`src/rtl/penalty_round_ctrl.sv`:
```
// Penalty-round sequencer: shot latch, timed keeper dive, goal/save resolve, result hold, score/round update.
// Optional automatic shot after SHOT_TIMEOUT idle cycles when PENALTY_AUTO_SHOT_EN is defined.
module penalty_round_ctrl #(
  parameter int unsigned ROUNDS        = 5,
  parameter int unsigned DIVE_CYCLES   = 32_500_000,
  parameter int unsigned RESULT_CYCLES = 65_000_000,
  parameter int unsigned SHOT_TIMEOUT  = 195_000_000
) (
  input  logic       clk,
  input  logic       rst,
  input  logic       round_active,
  input  logic       player_is_keeper,
  input  logic       shot_valid,
  input  logic [2:0] shot_zone,
  input  logic       left_clicked,
  input  logic [2:0] keeper_sel,
  output logic [2:0] shot_zone_q,
  output logic [2:0] keeper_zone_q,
  output logic       result_show,
  output logic       last_goal,
  output logic       is_scored,
  output logic [3:0] round_counter,
  output logic [2:0] score
);

  localparam int unsigned TMAX_DR = (DIVE_CYCLES > RESULT_CYCLES) ? DIVE_CYCLES : RESULT_CYCLES;
  localparam int unsigned TMAX    = (TMAX_DR > SHOT_TIMEOUT) ? TMAX_DR : SHOT_TIMEOUT;
  localparam int unsigned TW      = $clog2(TMAX + 1);

  localparam logic [TW-1:0] T_ONE       = TW'(1);
  localparam logic [TW-1:0] DIVE_LAST   = TW'(DIVE_CYCLES - 1);
  localparam logic [TW-1:0] RESULT_LAST = TW'(RESULT_CYCLES - 1);
  localparam logic [3:0]    LAST_ROUND  = 4'(ROUNDS - 1);
  localparam logic [2:0]    NO_DIVE     = 3'd7;

  typedef enum logic [2:0] {
    S_IDLE,
    S_WAIT_SHOT,
    S_DIVE,
    S_RESOLVE,
    S_RESULT,
    S_DONE
  } state_t;

  state_t        r_state;
  logic [TW-1:0] r_timer;
  logic [2:0]    r_shot_zone;
  logic [2:0]    r_keeper_zone;
  logic          r_result_show;
  logic          r_last_goal;
  logic          r_is_scored;
  logic [3:0]    r_round;
  logic [2:0]    r_score;

  logic       w_goal;
  logic       w_point;
  logic [2:0] w_score_next;

  assign w_goal       = (r_shot_zone <= 3'd5) && (r_keeper_zone != r_shot_zone);
  assign w_point      = player_is_keeper ? ~w_goal : w_goal;
  // score saturates at 7 so extra points in long matches cannot wrap
  assign w_score_next = (w_point && (r_score != 3'd7)) ? r_score + 3'd1 : r_score;

`ifdef PENALTY_AUTO_SHOT_EN
  localparam logic [TW-1:0] SHOT_LAST = TW'(SHOT_TIMEOUT - 1);

  logic [7:0] r_lfsr;
  logic [2:0] w_auto_zone;

  always_ff @(posedge clk) begin
    if (rst) begin
      r_lfsr <= 8'h5A;
    end else begin
      r_lfsr <= {r_lfsr[6:0], r_lfsr[7] ^ r_lfsr[5] ^ r_lfsr[4] ^ r_lfsr[3]};
    end
  end

  assign w_auto_zone = 3'(r_lfsr % 8'd6);
`endif

  always_ff @(posedge clk) begin
    if (rst || ((r_state != S_IDLE) && !round_active)) begin
      r_state       <= S_IDLE;
      r_timer       <= '0;
      r_shot_zone   <= '0;
      r_keeper_zone <= NO_DIVE;
      r_result_show <= 1'b0;
      r_last_goal   <= 1'b0;
      r_is_scored   <= 1'b0;
      r_round       <= '0;
      r_score       <= '0;
    end else begin
      case (r_state)
        S_IDLE: begin
          r_timer <= '0;
          if (round_active) r_state <= S_WAIT_SHOT;
        end
        S_WAIT_SHOT: begin
          if (shot_valid) begin
            r_shot_zone   <= shot_zone;
            r_keeper_zone <= NO_DIVE;
            r_timer       <= '0;
            r_state       <= S_DIVE;
          end
`ifdef PENALTY_AUTO_SHOT_EN
          else if (r_timer == SHOT_LAST) begin
            r_shot_zone   <= w_auto_zone;
            r_keeper_zone <= NO_DIVE;
            r_timer       <= '0;
            r_state       <= S_DIVE;
          end else begin
            r_timer <= r_timer + T_ONE;
          end
`endif
        end
        S_DIVE: begin
          if (left_clicked) begin
            r_keeper_zone <= keeper_sel;
            r_state       <= S_RESOLVE;
          end else if (r_timer == DIVE_LAST) begin
            r_state <= S_RESOLVE;
          end else begin
            r_timer <= r_timer + T_ONE;
          end
        end
        S_RESOLVE: begin
          r_last_goal   <= w_goal;
          r_score       <= w_score_next;
          r_timer       <= '0;
          r_result_show <= 1'b1;
          r_is_scored   <= (RESULT_CYCLES == 1);
          r_state       <= S_RESULT;
        end
        S_RESULT: begin
          // is_scored is registered, so it is armed one cycle ahead of the final RESULT cycle
          if (r_timer == RESULT_LAST) begin
            r_is_scored   <= 1'b0;
            r_result_show <= 1'b0;
            r_timer       <= '0;
            if (r_round == LAST_ROUND) begin
              r_state <= S_DONE;
            end else begin
              r_round <= r_round + 4'd1;
              r_state <= S_WAIT_SHOT;
            end
          end else begin
            r_timer     <= r_timer + T_ONE;
            r_is_scored <= ((r_timer + T_ONE) == RESULT_LAST);
          end
        end
        S_DONE: begin
          r_is_scored <= 1'b0;
        end
        default: r_state <= S_IDLE;
      endcase
    end
  end

  assign shot_zone_q   = r_shot_zone;
  assign keeper_zone_q = r_keeper_zone;
  assign result_show   = r_result_show;
  assign last_goal     = r_last_goal;
  assign is_scored     = r_is_scored;
  assign round_counter = r_round;
  assign score         = r_score;

endmodule

```
`config.mk`:
```
export PLATFORM = sky130hd
export DESIGN_NAME = penalty_round_ctrl
export DESIGN_NICKNAME = d
export VERILOG_FILES = /design/src/rtl/penalty_round_ctrl.sv
export SDC_FILE = /design/constraint.sdc
export NUM_CORES = 1
export LEC_CHECK = 0
export ABC_AREA = 1
export CAP_MARGIN = 20
export CELL_PAD_IN_SITES_DETAIL_PLACEMENT = 1
export CELL_PAD_IN_SITES_GLOBAL_PLACEMENT = 2
export CORE_UTILIZATION = 34
export DETAILED_ROUTE_END_ITERATION = 8
export PLACE_DENSITY_LB_ADDON = 0.1
export SYNTH_ARGS = -nofsm -noshare
export SYNTH_HDL_FRONTEND = slang
export SYNTH_SLANG_ARGS = --single-unit
```
`constraint.sdc`:
```
create_clock -name clk -period 4.93 [get_ports clk]
set_input_delay 0.986 -clock clk [delete_from_list [all_inputs] [get_ports clk]]
set_output_delay 0.986 -clock clk [all_outputs]
set_load 0.01 [all_outputs]
```
==> run metrics <==
wire per inst=14.9 um; library cells used by synthesis=35; Port Buffer Count=27; Setup Buffers After CTS=0; post-synthesis cell area=3230 um2; WL final=9830 um; Final Hold Fails=0; Fill cells=1225; PD cells=293 nW/um2; slew margin rel.=32.2%; Via density=4.94; Net Sw Frac=between 40% and 50%; largest cells by area after synthesis=dfxtp_1 (29%), nand2_1 (16%), nand3_1 (7.7%); skew final=0.00690 ns; Die Height=99.5 um; Final min period=a little under 3 ns; largest net degree at the start of global routing=38; fin. max-slew vios=0; EDFF count, synth=0; CP Launch Type=flip-flop; layout cells sized above 1=10.9%; area share of the largest cell type after synthesis=29.1%; Total Routing Usage GR=21.5%; Die Area=9910 um2; initial core utilization=35.0%; Die Wd=99.5 um; Psw=about 0.44 mW; Tightest Pin Transition=1.01 ns; unrepaired setup endpoints after global routing=no; Crit Path Category=flip-flop to flip-flop; Internal=between 0.6 and 0.7 mW; MaxCap Viol Count=0; crit path from=r_timer[1]$_SDFFE_PP0P_; R2R cell count=12; CTS tree=built; num rows=35; Total Nets Final=548; initial antenna violation count=0; TritonRoute pass-1 iters=4; Final Cycle Share=58.7%; Root Driver=clkbuf_8; CTS sink cnt=47; Placer Congestion=roughly 0.80; crit path DAT=a little over 3 ns; Synthesis Warnings=0; first-pass GRT wire length=16800 um; hold path depth=2; Post-Synthesis Cells=509; # H-tree levels=2; Syn Nets=527; outcome=complete, no violations; Flop pwr share=41.2%; Critical Path Sink Type=flip-flop; CTS buffer count=5; sequential share of the synthesized area=29.1%; core outline area=9240 um2; Final Setup Violations=0; post-route ant nets=0; synth-to-layout area growth=13.6%; Gate power share=34.2%; peak supply drop=a little under 0.00009 V; Post-CTS Resized=0; register bit count reported by yosys=47; post-route setup TNS=0 ns; clk buf depth=2; top cells by count, synth=nand2_1 (140), nor2_1 (64), inv_1 (55); IO Count=28; CTS clk-pin slew, worst paths=~0.10 ns; Min-Delay Startpoint=score[2]$_SDFFE_PP0P_; worst skew pair latency=just over 0.3 ns; Min Hold Slack=around 0.47 ns; LEAKAGE=1.30 nW; RR Startpoint=r_timer[1]$_SDFFE_PP0P_; CP Max Fanout=29; grt total ovfl=0; DRC viols=0; Post-synth top flop=dfxtp_1; violation count after the first detailed-route iteration=roughly 130; Hold-fix buffers, CTS=0; antenna fix cells=0; Synth async-reset ratio=0%; Clk pwr share=roughly a quarter; via count=3260; DPL Wire Length=~7400 um; biggest area consumer among synthesized cells=dfxtp_1; most common cell in the synthesized netlist=nand2_1; worst min path class=flip-flop to flip-flop; number of global-route vias before repair=roughly 3.3k; f_max=0.346 GHz; Post-Syn Area per Cell=approximately 6.4 um2; CP Data Required Time=5.09 ns; Power Total=1.08 mW
==> power groups by stage <==
stage | combinational (mW) | sequential (mW) | clock (mW)
floorplan | 0.273 | 0.455 | 0
global placement | 0.365 | 0.452 | 0
detailed placement | 0.369 | 0.452 | 0
CTS | 0.370 | 0.443 | 0.276
global route | 0.419 | 0.448 | 0.290
finish | 0.368 | 0.443 | 0.265
==> logic make-up after synthesis <==
| family | count (synthesis) | share of synthesized area (%) |
|---|---|---|
| flip-flops | 47 | 29.1 |
| buffers and inverters | 73 | 9.90 |
| AND/OR/NAND/NOR | 300 | 41.9 |
| AO/OA/AOI/OAI | 74 | 14.4 |
| XOR/XNOR | 9 | 2.44 |
| adder cells (fa/ha/maj) | 6 | 2.32 |
==> sequential cells by signal, indices dropped and copies added, names as in the netlist, 3 cells and up <==
register	flops
score	3
r_state	3
round_counter	4
keeper_zone_q	3
shot_zone_q	3
r_timer	28
==> worst paths after layout <==
check                                           endpoint  slack [ns]
worst max-delay path            r_timer[16]$_SDFFE_PP0P_        2.04
worst max register to register  r_timer[16]$_SDFFE_PP0P_        2.04
worst min-delay path               score[2]$_SDFFE_PP0P_        0.47
worst min register to register     score[2]$_SDFFE_PP0P_        0.47
==> routing by layer <==
metal  part of all wire [%]  GRT usage [%]  vias up
met5                      0              0        -
met4                    1.1           5.32        0
met3                    1.8           1.90        7
met2                     47           37.1       30
met1                     50           29.0     1549
li1                       -              -     1674
==> worst max-delay path: stages, from the launching register on <==
cell	delay (ns)
dfxtp_1	0.43
ha_1	0.34
nand2_2	0.15
inv_2	0.09
nand2_2	0.08
nor3_2	0.18
nand2_1	0.08
nand2_1	0.09
nand2_1	0.07
nand2_2	0.51
inv_2	0.44
nand3_1	0.19
a21oi_2	0.08
==> final cells by class <==
type / instances / area, um2 / area share [%]
well taps: 129 / 161 / 4.39
repair buffers: 28 / 278 / 7.56
inverters: 59 / 221 / 6.03
multi-input cells: 389 / 1970 / 53.7
clock inverters: 2 / 16.3 / 0.443
flip-flops and latches: 47 / 941 / 25.6
clock buffers: 6 / 82.6 / 2.25
==> cells in the final DEF (no fill, tap or decap), types with 5 or more instances in the layout <==
cell type / n
nand2_1: 140
nor2_1: 64
inv_1: 55
nand3_1: 50
dfxtp_1: 47
a21oi_1: 28
clkdlybuf4s50_1: 27
a21oi_2: 21
o21ai_0: 19
nand2_2: 12
nand4_1: 10
ha_1: 6
clkbuf_8: 6
xor2_1: 5
nand3b_1: 5
==> stage by stage <==
stage | utilization [%] | cell area, um2 | std cells | setup WS (ns)
floorplan | - | 3230 | 509 | 3.04
global placement | 38.7 | 3570 | 652 | 1.79
detailed placement | 38.7 | 3570 | 652 | 1.74
CTS | 39.8 | 3670 | 660 | 1.99
global route | 39.8 | 3670 | 660 | 1.73
finish | 39.8 | 3670 | 660 | 2.04
Power figures use the tool's default switching activity.
